===== src/rtl/as_alu.sv =====
`default_nettype none
// ============================================================================
// Module      : as_alu
// Description : Datapath ALU with an operand-selectable adder, a Q1.(N-1)
//               fixed-point multiplier, a multiply-accumulate register (ACC),
//               a zero flag and a writeback mux for external switches.
// Revision    : 1.0 - initial release
// ============================================================================
module as_alu #(
  parameter int N = 8
) (
  input  logic         clk,
  input  logic         n_reset,
  input  logic [N-1:0] rd_data,
  input  logic [N-1:0] rs_data,
  input  logic [N-1:0] immediate,
  input  logic         add_a_sel,
  input  logic         add_b_sel,
  input  logic [N:0]   switches,
  input  logic         acc_en,
  input  logic         acc_add,
  input  logic         in_en,
  output logic         z,
  output logic [N-1:0] w_data,
  output logic [N-1:0] acc_out
);

  // Full-width signed product; only bits [2N-2:N-1] form the Q1.(N-1) result.
  logic signed [2*N-1:0] product;
  logic [N-1:0]          mult_out;
  logic [N-1:0]          add_a;
  logic [N-1:0]          add_b;
  logic [N-1:0]          add_out;
  // Sign-duplicate top bit and fractional low bits are dropped by truncation.
  logic                  unused_product_bits;

  // Signed multiply, arithmetic shift right by N-1 via bit selection (truncating).
  always_comb begin
    product  = $signed(rs_data) * $signed(immediate);
    mult_out = product[2*N-2:N-1];
  end

  assign unused_product_bits = ^{product[2*N-1], product[N-2:0]};

  // Adder operand selection; MACC mode overrides both individual selectors.
  always_comb begin
    add_a = rd_data;
    add_b = rs_data;
    if (acc_add) begin
      add_a = acc_out;
      add_b = mult_out;
    end else begin
      if (add_a_sel) begin
        add_a = {N{switches[N]}};
      end
      if (add_b_sel) begin
        add_b = immediate;
      end
    end
  end

  // Modulo-2^N add; carry-out intentionally discarded.
  always_comb begin
    add_out = add_a + add_b;
  end

  // Zero flag and writeback mux are purely combinational.
  always_comb begin
    z      = (add_out == '0);
    w_data = in_en ? switches[N-1:0] : add_out;
  end

  // Accumulator: async clear, loads adder result when enabled.
  always_ff @(posedge clk or posedge n_reset) begin
    if (n_reset) begin
      acc_out <= '0;
    end else if (acc_en) begin
      acc_out <= add_out;
    end
  end

endmodule
`default_nettype wire


===== config.mk =====
export PLATFORM = sky130hd
export DESIGN_NAME = as_alu
export DESIGN_NICKNAME = d
export VERILOG_FILES = /design/src/rtl/as_alu.sv
export SDC_FILE = /design/constraint.sdc
export NUM_CORES = 1
export LEC_CHECK = 0
export ABC_AREA = 1
export BUFFER_PORTS_ARGS = -buffer_cell sky130_fd_sc_hd__buf_2
export CORE_AREA = 2 2 87 89
export CTS_CLUSTER_DIAMETER = 150
export CTS_CLUSTER_SIZE = 28
export DETAILED_ROUTE_END_ITERATION = 16
export DIE_AREA = 0 0 89 91
export PLACE_DENSITY = 0.8
export SKIP_LAST_GASP = 1
export SLEW_MARGIN = 20
export SYNTH_ARGS = -nofsm -noshare
export SYNTH_HDL_FRONTEND = slang
export SYNTH_SLANG_ARGS = --single-unit
export TNS_END_PERCENT = 30

===== constraint.sdc =====
create_clock -name clk -period 12.5 [get_ports clk]
set_input_delay 0.625 -clock clk [delete_from_list [all_inputs] [get_ports clk]]
set_output_delay 0.625 -clock clk [all_outputs]
set_load 0.03 [all_outputs]

Yosys cells after proc, flatten, opt, wreduce, memory -nomap -nowiden
Cells that the tools add are included.

Register bits: 8. Bits in latches: 0. RAM bits: 0. Bits in read-only memories: 0. Output and inout port bits: 17. Logic and storage cells: 9. Memories kept: 0.

Add/subtract/negate cells: 1. $mul: 1. Div/mod/pow operators: 0. Order comparisons: 0. Equal/unequal tests: 0. Shifts and indexed selects: 0. Mux-type cells: 5. Bitwise gates (word level): 0. Reductions and logical operators: 1.

Operators by type and width (number): $mux W8 (5); $mul A8 B8 Y15 (1); $add A8 B8 Y8 (1); $logic_not A8 Y1 (1).

Logic depth before layout (Yosys ltp)
Depth after elaboration: 4. Gate-level depth with buffers: 30. Depth with buffers taken out: 29.

Worst setup path after synthesis
OpenSTA, ideal clock, no wires.

Path type: input-to-output. From: input rs_data[1]. To: output z. Arrival: 5666 ps. Path slack: 6209 ps. Stages on the path: 25. Cells stage by stage: clkbuf_1 > nand2_1 > fa_1 > fa_1 > inv_1 > fa_1 > inv_1 > fa_1 > inv_1 > ha_1 > a21oi_1 > o21ai_1 > o21bai_1 > a21oi_1 > xor2_1 > a22oi_1 > ha_1 > nand2_1 > nor2_1 > nand2_1 > o211ai_1 > xor2_4 > inv_1 > nand3_2 > a21oi_2.

Longest elaborated chain between the ends: 4. Elaborated cells between the ends (all ways): 5. Classes of those cells: 1 x add/sub; 1 x mul; 2 x mux; 1 x reduce/logical.

RTL lines: start, declared (line 15) `input logic [N-1:0] rs_data,`; $mul A8 B8 Y15 or $mux W8 (tied branches) (line 39, 56); $mux W8 * (line 49) `if (acc_add) begin`; $add A8 B8 Y8 * (line 64) `add_out = add_a + add_b;`; $logic_not A8 Y1 * (line 69) `z = (add_out == '0);`; end, declared (line 23) `output logic z,`.

Mark *: on every way between the ends. The rest lies on a longest branch, timed or not.

Worst setup path after layout
From: input rs_data[0]. To: output z.

Same word-level chain as after synthesis.

==> out/qor.yml <==
status: "finished, final reports clean"
io-pin-count: 57
cts.sinks: 8
postRouteAntennaNets: 0
p_per_area_nw_per_um2: 218
hold_viol: 0
vias: 3231
insertedDiodeCount: 0
layout-drive-gt1-share_pct: 13.6
die_w_um: 89
core_area_sq_um: 7140
start_util_pct: 49.2
path_clk_slew_ns: 0.04
rsz0062_at_grt: "no"
die_h_um: 91
seq_area_frac_synth_pct: 5.70
ir_drop_v: 0.000199
grt_pass1_wl_um: 14900
min_path_type: "input port to asynchronous set/reset pin"
maxSlewViolCount: 0
crit_path_end_kind: "output pin"
largest_reg_flops: 8
wl_per_cell_um: 12.7
cts_max_level: 1
p_leak_nw: 2.39
viasPerCell: 4.92
numPortBuffers: 56
drcViolationCount: 0
clock_path_buffers: 2
drtIter0Drc: 168
critPathMaxFanout: 7
cts_root_buffer: "clkbuf_8"
grt_max_degree: 19
grtUsageTotal_pct: 22.7
postCtsSetupBuffers: 0
multi_input_area_sq_um: 2630
cts_hold_buf: 0
timing.final.crit_share_pct: 54.8
nets: 683
top_regs: "acc_out (8)"
critical_path_class: "input port to output pin"
dp_hpwl_um: 7140
netlist-cell-type-count: 34
synthesis.area_sq_um: 3510
area_growth_pct: 9.86
rows: 31
cts-buffers-inserted: 3
gp_congestion: 0.898
grt_antenna_before_repair: 0
yosys_warnings: 0
synthCells: 518
slew_headroom_pct: 71.6
worstPathRequired_ns: 11.88
async_flop_share_pct: 100
ys_seq_elements: 8
syn_avg_cell_area_sq_um: 6.78
finClkSkew_ns: 0.00268
instances_no_fill: 657
setup_tns_ns: 0
grt_pass1_vias: 3464
fillers: 743
fin_crit_ns: 6.85
cts.repair.resized: 0
worstPathArrival_ns: 6.23
finalSetupViolCount: 0
cts_tree: "done"
start_kind: "input port"
grt.overflow.total: 0
drv_cap: 0
worst_slew_pin_slew_ns: 0.425
syn_nets: 641
die-area_sq_um: 8100
synth_edf_count: 0
largest_register: "acc_out"
synthFlopType: "dfrtp_1"
clk_latency_ns: 0.23
max_freq_mhz: 146
drt_first_pass_iters: 4
place_inst: 654
regArea_sq_um: 200
drt-total-wl_um: 8340
==> per-stage QoR <==
| step | setup slack [ns] | utilization [%] | area, sq um | hold WS [ns] | total power [mW] |
|---|---|---|---|---|---|
| after global routing | 5.29 | 54.1 | 3860 | 0.364 | 0.953 |
| after detailed placement | 5.73 | 53.5 | 3820 | 0.507 | 0.803 |
| after global placement | 5.75 | 53.5 | 3820 | 0.508 | 0.784 |
| after floorplan | 6.21 | - | 3510 | 0.441 | 0.643 |
| after CTS | 5.71 | 54.1 | 3860 | 0.351 | 0.841 |
| final | 5.65 | 54.1 | 3860 | 0.337 | 0.840 |
==> cells in the mapped netlist, types with 2 or more instances <==
master	instances	area [sq um]
a21oi_1	32	160
a22oi_1	2	15.0
buf_6	3	33.8
clkbuf_1	14	52.6
dfrtp_1	8	200
fa_1	51	1020
ha_1	32	400
inv_1	150	563
inv_2	4	15.0
nand2_1	124	465
nand2_2	5	31.3
nand3_1	13	65.1
nand3_2	2	20.0
nand4_1	3	18.8
nor2_1	23	86.3
nor3_1	2	10.0
o211ai_1	2	15.0
o21ai_0	12	60.1
o21ai_1	10	50.1
o21ai_2	2	17.5
o21bai_1	3	22.5
xnor2_1	4	35.0
xor2_1	6	52.6
==> routing by layer <==
layer	part of all wire (%)	track usage, %	vias to the layer above
met5	0	0	-
met4	1.8	5.35	0
met3	6.5	1.73	18
met2	51	40.0	107
met1	41	29.8	1505
li1	-	-	1601
==> worst max-delay path: stages <==
cell     delay, ns
buf_2         0.15
inv_1         0.12
nand2_1       0.10
fa_1          0.51
fa_1          0.55
inv_1         0.06
fa_1          0.53
inv_1         0.06
fa_1          0.53
inv_1         0.04
ha_1          0.34
a21oi_1       0.24
inv_1         0.09
o21ai_1       0.21
nand2_1       0.10
nand2_1       0.07
nand2_1       0.06
o22ai_1       0.16
ha_1          0.31
a21oi_1       0.14
nand2_1       0.12
a21oi_1       0.14
inv_1         0.05
a21oi_1       0.16
xor2_1        0.30
nand3_1       0.13
a21oi_2       0.11
buf_2         0.20
==> power by group <==
group	total, mW	switching (mW)	internal, mW
clock	0.0317	0.0108	0.0209
sequential	0.0489	0.00850	0.0404
combinational	0.760	0.485	0.275
total	0.840	0.504	0.337
==> worst paths after layout <==
| path | startpoint | endpoint | slack, ns | cells after the start |
|---|---|---|---|---|
| worst max-delay path | rs_data[0] | z | 5.65 | 28 |
| worst min-delay path | n_reset | acc_out[0]$_DFFE_PP0P_ | 0.34 | 2 |
| worst max register to register | acc_out[0]$_DFFE_PP0P_ | acc_out[6]$_DFFE_PP0P_ | 10.30 | 11 |
| worst min register to register | acc_out[5]$_DFFE_PP0P_ | acc_out[5]$_DFFE_PP0P_ | 0.52 | 2 |
| max in group asynchronous | n_reset | acc_out[6]$_DFFE_PP0P_ | 11.92 | 2 |
| min in group clk | acc_out[5]$_DFFE_PP0P_ | acc_out[5]$_DFFE_PP0P_ | 0.52 | 2 |
==> placed cells by master, fill, tap and decap left out <==
cell type  count
ha_1          32
inv_1        150
nand3_1       13
nand2_2        5
nand2_1      124
inv_4          1
or2_1          1
fa_1          51
nor3_1         2
a22oi_1        2
nand3_2        2
o21ai_2        2
xor2_1         6
o211ai_1       2
o21ai_1       10
nand2_4        1
o21bai_1       3
clkbuf_8       3
o32ai_1        1
nand4_1        3
dfrtp_1        8
a21oi_2        1
a21boi_1       1
buf_2         56
nor2_1        23
xnor2_1        4
inv_2          4
o2111ai_1      1
xor2_4         1
a21oi_1       32
o21ai_0       12
o22ai_1        1
==> layout make-up <==
class	instances	share of cell area, %
Timing Repair Buffer	56	7.26
Inverter	155	15.1
Multi-Input combinational cell	336	68.1
Clock buffer	3	1.07
Tap cell	99	3.21
Sequential cell	8	5.18
==> cells by family after synthesis <==
group	count (synthesis)	synth area share, %
buffers and inverters	174	19.4
AND/OR/NAND/NOR	174	20.3
adder cells (fa/ha/maj)	83	40.4
AO/OA/AOI/OAI	68	10.8
XOR/XNOR	11	3.28
flip-flops	8	5.70
No activity file was read; power rests on OpenSTA's default activity.
